## src/rtl/vga_sync_timer.sv

```systemverilog
// ----------------------------------------------------------------------------
// vga_sync_timer
// Raster timing master: pixel-rate prescaler, position counters, sync/blank.
// Revision: 1.0
// ----------------------------------------------------------------------------
`default_nettype none

module vga_sync_timer #(
  parameter int unsigned CLK_DIV = 4,
  parameter int unsigned H_VIS   = 640,
  parameter int unsigned H_FP    = 16,
  parameter int unsigned H_SYNC  = 96,
  parameter int unsigned H_BP    = 48,
  parameter int unsigned V_VIS   = 480,
  parameter int unsigned V_FP    = 10,
  parameter int unsigned V_SYNC  = 2,
  parameter int unsigned V_BP    = 33
) (
  input  logic       Clk,
  input  logic       vgaRes,
  output logic [9:0] horizontalCount,
  output logic [9:0] verticalCount,
  output logic       hsync,
  output logic       vsync,
  output logic       videoOn,
  output logic       pixelTick,
  output logic       frameStart
);

  localparam int unsigned H_TOT = H_VIS + H_FP + H_SYNC + H_BP;
  localparam int unsigned V_TOT = V_VIS + V_FP + V_SYNC + V_BP;

  localparam logic [3:0] C_PS_LAST  = 4'(CLK_DIV - 1);
  localparam logic [9:0] C_H_LAST   = 10'(H_TOT - 1);
  localparam logic [9:0] C_V_LAST   = 10'(V_TOT - 1);
  localparam logic [9:0] C_H_VIS    = 10'(H_VIS);
  localparam logic [9:0] C_V_VIS    = 10'(V_VIS);
  localparam logic [9:0] C_HS_FIRST = 10'(H_VIS + H_FP);
  localparam logic [9:0] C_HS_LAST  = 10'(H_VIS + H_FP + H_SYNC - 1);
  localparam logic [9:0] C_VS_FIRST = 10'(V_VIS + V_FP);
  localparam logic [9:0] C_VS_LAST  = 10'(V_VIS + V_FP + V_SYNC - 1);

  if (H_TOT > 1024 || V_TOT > 1024) begin : g_tot_check
    $error("vga_sync_timer: H_TOT and V_TOT must each be <= 1024");
  end

  if (CLK_DIV < 1 || CLK_DIV > 16) begin : g_div_check
    $error("vga_sync_timer: CLK_DIV must be in 1..16");
  end

  logic [3:0] ps_q, ps_d;
  logic [9:0] h_q, h_d;
  logic [9:0] v_q, v_d;
  logic       hs_q, hs_d;
  logic       vs_q, vs_d;
  logic       von_q, von_d;
  logic       tick_q, tick_d;
  logic       fs_q, fs_d;
  logic       w_wrap;

  assign w_wrap = (ps_q == C_PS_LAST);

  // Decodes look at the next-state counters so they line up with the
  // counter values presented in the same cycle.
  always_comb begin
    ps_d   = w_wrap ? 4'd0 : ps_q + 4'd1;
    h_d    = h_q;
    v_d    = v_q;
    tick_d = w_wrap;
    fs_d   = w_wrap && (h_q == C_H_LAST) && (v_q == C_V_LAST);
    if (w_wrap) begin
      if (h_q == C_H_LAST) begin
        h_d = 10'd0;
        v_d = (v_q == C_V_LAST) ? 10'd0 : v_q + 10'd1;
      end else begin
        h_d = h_q + 10'd1;
      end
    end
    hs_d  = !((h_d >= C_HS_FIRST) && (h_d <= C_HS_LAST));
    vs_d  = !((v_d >= C_VS_FIRST) && (v_d <= C_VS_LAST));
    von_d = (h_d < C_H_VIS) && (v_d < C_V_VIS);
  end

  always_ff @(posedge Clk) begin
    if (!vgaRes) begin
      ps_q   <= 4'd0;
      h_q    <= 10'd0;
      v_q    <= 10'd0;
      hs_q   <= 1'b1;
      vs_q   <= 1'b1;
      von_q  <= 1'b0;
      tick_q <= 1'b0;
      fs_q   <= 1'b0;
    end else begin
      ps_q   <= ps_d;
      h_q    <= h_d;
      v_q    <= v_d;
      hs_q   <= hs_d;
      vs_q   <= vs_d;
      von_q  <= von_d;
      tick_q <= tick_d;
      fs_q   <= fs_d;
    end
  end

  assign horizontalCount = h_q;
  assign verticalCount   = v_q;
  assign hsync           = hs_q;
  assign vsync           = vs_q;
  assign videoOn         = von_q;
  assign pixelTick       = tick_q;
  assign frameStart      = fs_q;

endmodule

`default_nettype wire

```

## config.mk

```make
export PLATFORM = sky130hd
export DESIGN_NAME = vga_sync_timer
export DESIGN_NICKNAME = d
export VERILOG_FILES = /design/src/rtl/vga_sync_timer.sv
export SDC_FILE = /design/constraint.sdc
export NUM_CORES = 1
export LEC_CHECK = 0
export CAP_MARGIN = 30
export CORE_ASPECT_RATIO = 1.1
export CORE_MARGIN = 2
export CORE_UTILIZATION = 30
export CTS_BUF_LIST = sky130_fd_sc_hd__clkbuf_4 sky130_fd_sc_hd__clkbuf_8
export DETAILED_ROUTE_END_ITERATION = 16
export GPL_TIMING_DRIVEN = 0
export PLACE_DENSITY = 0.57
export SYNTH_ARGS = -nofsm -noshare
export SYNTH_HDL_FRONTEND = slang
export SYNTH_SLANG_ARGS = --single-unit
```

## constraint.sdc

```tcl
create_clock -name Clk -period 4.53 [get_ports Clk]
set_input_delay 0.906 -clock Clk [delete_from_list [all_inputs] [get_ports Clk]]
set_output_delay 0.906 -clock Clk [all_outputs]
set_load 0.01 [all_outputs]
```

==> flow_summary.yaml, run 1 <==
outcome:
  status: "complete, no violations"
clock_network:
  cts_made_buffers: 5
  cts_buffer_depth: 2
  cts_tree: "yes"
  htree_levels: 2
  post_cts_buffers: 0
  clk_latency_ps: 280
  hold_buffers: 0
  cts.sinks: 29
  cts-root-buf: "clkbuf_8"
  clkTransAtPathRegs_ps: 60
  cts_resized: 0
worst_setup_path:
  cp_num_buf_inv: 4
  cp_common_cell: "clkbuf_1"
  worstPathArrival_ps: 2720
  endpoint_kind: "flip-flop"
  crit_type: "in -> reg"
  r2r_slack_ps: 1980
  r2r_start: "ps_q[0]"
  cp_slowest_stage_delay_ps: 620
  critical-path-top-delay-family: "buffers and inverters"
  ff2ff_path_depth: 8
  cp_max_fo: 10
  slowest_stage: "clkdlybuf4s50_1"
  cp_cell_sequence: "clkdlybuf4s50_1, inv_1, clkbuf_1, clkbuf_1, nor2_1"
  rr_endpoint: "vsync"
  crit_path_start_kind: "input pin"
  cp.required_ps: 4680
cells_and_area:
  syn2layout_area_growth_pct: 27.37
  regArea_um2: 580.6
  fillers: 538
  antenna_cells: 0
  layout.nets: 229
  drive_above_1_share_pct: 9.375
  layout_commonest_cell: "dfxtp_1"
  utilization_pct: 39.88
  final_cell_mix: "29 x dfxtp_1, 26 x clkdlybuf4s50_1, 20 x nand2_1, 18 x nor2_1"
  multi_input_area_um2: 925.9
timing:
  whs_ps: 472.1
  period_needed_ps: 2564
  tightestPinTransition_ps: 584.7
  rsz0062_at_grt: "false"
  slew_headroom_pct: 60.73
  slew_viol_final: 0
  setup_tns_ps: 0
  hold_viol_final: 0
  setup_viol: 0
  fin_crit_sh_pct: 56.59
  max_freq_mhz: 390.1
  skew_ps: 5.452
logic_synthesis:
  synth_nets: 196
  postSynthAreaPerCell_um2: 8.350
  ys_ff_latch: 29
  synth_edf_count: 0
  ys_seq_area_share_pct: 36.59
  synth-warning-count: 0
  netlist_instances: 190
  dominantRegCellSynth: "dfxtp_1"
  synth_area_um2: 1587
  synth.distinct_cells: 51
  synthArstFlopShare_pct: 0
pwr:
  switching_share_pct: 23.34
  p_seq_share_pct: 49.6
  intPower_uw: 412.3
  power_switching_uw: 125.5
  combPwrFrac_pct: 6.0
  finalPower_uw: 537.8
  clockPowerShare_pct: 44.4
  power.density_nw_per_um2: 266.1
  leakagePower_uw: 0.0006858
  vdd_drop_max_v: 0.00009324
drt:
  drt_wl_total_um: 3831
  num_vias: 1437
  wl_per_cell_um: 13.59
  firstDrtPassIters: 4
  drtIter0Drc: 45
  route.detailed.drc: 0
  routed_via_density: 5.096
  ant_nets: 0
global_routing:
  track_usage_pct: 14.69
  grt_pass1_vias: 1398
  antenna_found_initial: 0
  grt_pass1_wl_um: 6637
  gr-total-overflow: 0
  grt_max_degree: 11
placement:
  io_buffers: 26
  dp_hpwl_um: 2801
  gp_congestion: 0.7920
floorplanning:
  rows: 27
  die_x_um: 73.34
  die_h_um: 80.27
  ios: 27
  coreArea_um2: 5067
  die-area_um2: 5887
  initial_core_util_pct: 31.31
worst_hold_path:
  worst_hold_path.endpoint: "ps_q[0]"
  holdPathStages: 1
  hold_path_class: "reg -> reg"
  min_from: "ps_q[0]"
job:
  max_cap_viol_count: 0
## stage by stage
stage	area, um2	setup WS [ps]	cells
final	2021	1966	282
after global routing	2021	1791	282
after CTS	2021	1899	282
after detailed placement	1919	1579	274
after global placement	1919	1605	274
after floorplan	1587	2178	190
## power by group through the flow
stage,sequential [uW],clock [uW],combinational (uW)
6_report,267,239,32.5
5_1_grt,268,259,37.2
4_1_cts,267,247,33.2
3_5_place_dp,273,0,33.1
3_3_place_gp,272,0,32.9
2_1_floorplan,273,0,18.0
## Yosys cell counts, drive strengths merged, types with 2 or more instances
library cell | instances | area share, %
ha | 4 | 3.2
nor2 | 18 | 4.3
o21ai | 5 | 1.6
and3 | 2 | 0.79
nor4b | 2 | 1.5
nand2b | 3 | 1.2
clkbuf | 5 | 1.2
nand3 | 11 | 3.5
o211ai | 2 | 0.95
a21oi | 11 | 3.5
nor3 | 9 | 3.2
nor4 | 4 | 2.9
xnor2 | 2 | 1.1
or3 | 5 | 2.0
or4 | 3 | 1.7
o211a | 2 | 1.3
nand4 | 6 | 2.4
xor2 | 7 | 3.9
and2 | 3 | 1.2
inv | 5 | 1.2
nand2 | 20 | 4.7
buf | 6 | 2.7
nand4b | 2 | 1.1
dfxtp | 29 | 37
nor2b | 4 | 1.6
mux2i | 2 | 1.3
## flip-flops by register name, indices dropped and copies added, names as in the netlist
| signal | count |
|---|---|
| hsync | 1 |
| pixelTick | 1 |
| ps_q | 4 |
| vsync | 1 |
| horizontalCount | 10 |
| frameStart | 1 |
| videoOn | 1 |
| verticalCount | 10 |
## kinds of logic (layout without fill, tap and decap cells)
kind of cell	count (synthesis)	after routing	synth area share, %
AOI/OAI and AO/OA	32	32	14.04
buffers and inverters	16	50	5.048
DFF	29	29	36.59
muxes	2	2	1.262
xor gates and xnor gates	9	9	4.969
and+or+nand+nor	98	98	34.94
adders and majority gates	4	4	3.155
## worst register-to-register path: stages, from the launching register on
cell and delay, ps:
dfxtp_1 360, ha_1 190, or3b_1 340, buf_2 170, or4_4 580, buf_6 160, a22o_1 250, nor4b_2 210
nand4b_1 140
## layer usage
metal / vias to the layer above / global-route usage, % / wire length (um)
li1: 750 / - / -
met1: 654 / 19.74 / 1945
met2: 29 / 21.98 / 1716
met3: 4 / 4.015 / 119
met4: 0 / 6.000 / 49
met5: - / 0 / 0
## worst max path at each step
stage / start / end / slack [ps] / cells after the start
after detailed placement: vgaRes / verticalCount[6] / 1580 / 5
after floorplan: ps_q[0] / hsync / 2180 / 8
after global placement: vgaRes / horizontalCount[6] / 1600 / 5
after CTS: vgaRes / verticalCount[6] / 1900 / 5
after global routing: vgaRes / ps_q[3] / 1790 / 5
final: vgaRes / verticalCount[6] / 1970 / 5
## area by class of cell
| class | instances | share of cell area (%) |
|---|---|---|
| inverters | 5 | 0.9288 |
| clock inverters | 1 | 0.2477 |
| repair buffers | 26 | 12.88 |
| well taps | 58 | 3.591 |
| plain buffers | 11 | 3.034 |
| flip-flops and latches | 29 | 28.73 |
| clock buffers | 7 | 4.768 |
| multi-input cells | 145 | 45.82 |
No activity file was read; power rests on OpenSTA's default activity.
==> run 2, diff against run 1 <==
==> constraint.sdc (replaced) <==
create_clock -name Clk -period 2.6 [get_ports Clk]
set_input_delay 0.52 -clock Clk [delete_from_list [all_inputs] [get_ports Clk]]
set_output_delay 0.52 -clock Clk [all_outputs]
set_load 0.01 [all_outputs]
==> run 2 against run 1 <==
Against the previous run:
- via count increased by 0.42%
- wire length increased by 1.7%
- critical path depth increased by 3
- clock power increased by 75%
- cell area increased by 2.5%
- sequential power increased by 75%
- register-to-register slack got worse by 1900 ps
- utilization increased by 0.99 points
- combinational power increased by 83%
- clock-buffer cell count unchanged
- highest routed layer unchanged
==> flow_summary.yaml, run 2 (synthesis gave the netlist of run 1 again) <==
worst_setup_path:
  worstPathArrival_ps: 2620
  cp_max_fo: 7
  endpoint_kind: "flip-flop"
  cp.required_ps: 2740
  cp_cell_sequence: "ha_4, or3b_1, buf_6, or4_4, buf_8, a22o_1, nor4b_2, nand4b_1"
  r2r_slack_ps: 120
  crit_type: "reg -> reg"
  cp_slowest_stage_delay_ps: 550
  slowest_stage: "or4_4"
  cp_num_buf_inv: 2
  crit_path_start_kind: "flip-flop"
  critical-path-top-delay-family: "simple AND/OR/NAND/NOR gates"
clock_network:
  cts_tree: "yes"
  htree_levels: 2
  cts_buffer_depth: 2
  cts-root-buf: "clkbuf_8"
  cts_made_buffers: 5
  hold_buffers: 0
  clkTransAtPathRegs_ps: 70
  clk_latency_ps: 290
  cts.sinks: 29
drt:
  num_vias: 1443
  m1WireLength_um: 1966
  drt_wl_total_um: 3896
  routed_via_density: 5.063
  drtIter0Drc: 44
  top_layer: "met4"
  wl_per_cell_um: 13.67
  route.detailed.drc: 0
  ant_nets: 0
  wl_met3_um: 153
  firstDrtPassIters: 4
  routed-wl-met2_um: 1708
global_routing:
  grt_pass1_vias: 1398
  track_usage_pct: 14.69
  gr-total-overflow: 0
  antenna_found_initial: 0
  grt_pass1_wl_um: 6637
  grt_max_degree: 11
timing:
  rsz0062_at_grt: "false"
  slew_headroom_pct: 60.67
  fin_crit_sh_pct: 95.37
  setup_tns_ps: 0
  tightestPinTransition_ps: 585.5
  slew_viol_final: 0
  period_needed_ps: 2480
  whs_ps: 453.9
  skew_ps: 5.308
  hold_viol_final: 0
  max_freq_mhz: 403.3
  setup_viol: 0
placement:
  dp_hpwl_um: 2801
  gp_congestion: 0.7920
  io_buffers: 26
  placed_cells: 274
cells_and_area:
  layout.nets: 232
  antenna_cells: 0
  drive_above_1_share_pct: 11.89
  final_cell_mix: "27 x dfxtp_1, 26 x clkdlybuf4s50_1, 20 x nand2_1, 18 x nor2_1"
  final_cells: 285
  layout_commonest_cell: "dfxtp_1"
  syn2layout_area_growth_pct: 30.52
  fillers: 534
outcome:
  status: "complete, no violations"
pwr:
  vdd_drop_max_v: 0.0001631
  power.density_nw_per_um2: 456.1
  finalPower_uw: 944.4
  leakagePower_uw: 0.0007030
floorplanning:
  coreArea_um2: 5067
  ios: 27
  die-area_um2: 5887
  initial_core_util_pct: 31.31
  die_h_um: 80.27
  die_x_um: 73.34
  rows: 27
worst_hold_path:
  hold_path_class: "reg -> reg"
job:
  max_cap_viol_count: 0
==> run 2: cell count changes in the layout (fill, tap and decap cells not counted), sizes merged <==
cell / change
buf: +3
==> run 2: metal layers <==
metal	global-route usage, %	vias up
li1	-	755
met1	19.74	649
met2	21.98	34
met3	4.015	5
met4	6.000	0
met5	0	-
==> run 2: area by class of cell <==
class | count | area, um2 | area share, %
buffer | 11 | 71.32 | 3.444
clock buffer | 7 | 96.34 | 4.653
clock inverter | 1 | 5.005 | 0.2417
inverter | 5 | 18.77 | 0.9063
multi-input combinational | 145 | 938.4 | 45.32
sequential | 29 | 585.6 | 28.28
tap | 58 | 72.57 | 3.505
timing repair buffer | 29 | 282.8 | 13.66
==> run 2: worst register-to-register path, stage by stage (launching register included) <==
cell and delay [ps]:
dfxtp_4 370, ha_4 140, or3b_1 350, buf_6 150
or4_4 550, buf_8 150, a22o_1 230, nor4b_2 270
nand4b_1 140
==> run 2: per-stage QoR <==
stage / area (um2) / util (%) / setup WS (ps)
2_1_floorplan: 1587 / - / 248.2
6_report: 2071 / 40.86 / 120.3
5_1_grt: 2071 / 40.86 / 7.184
3_3_place_gp: 1919 / 37.88 / 29.83
4_1_cts: 2021 / 39.88 / 23.43
3_5_place_dp: 1919 / 37.88 / 34.51
==> run 2: repair_timing <==
item	4_1_cts	5_1_grt
gates resized for setup	0	9
buffers inserted	0	3
setup endpoints to repair	0	3
==> run 2: where the power goes <==
group	total (uW)	internal, uW	switching [uW]	leakage [uW]
Sequential	467	455	12.4	0.000236
Combinational	59.5	27.9	31.6	0.000413
Clock	418	239	179	0.0000542
Total	944	722	223	0.000703
==> run 2: path summary, 6_finish.rpt <==
check | start | to | cells after the start
max | ps_q[0] | vsync | 8
min | ps_q[0] | ps_q[0] | 1
max reg2reg | ps_q[0] | vsync | 8
min reg2reg | ps_q[0] | ps_q[0] | 1
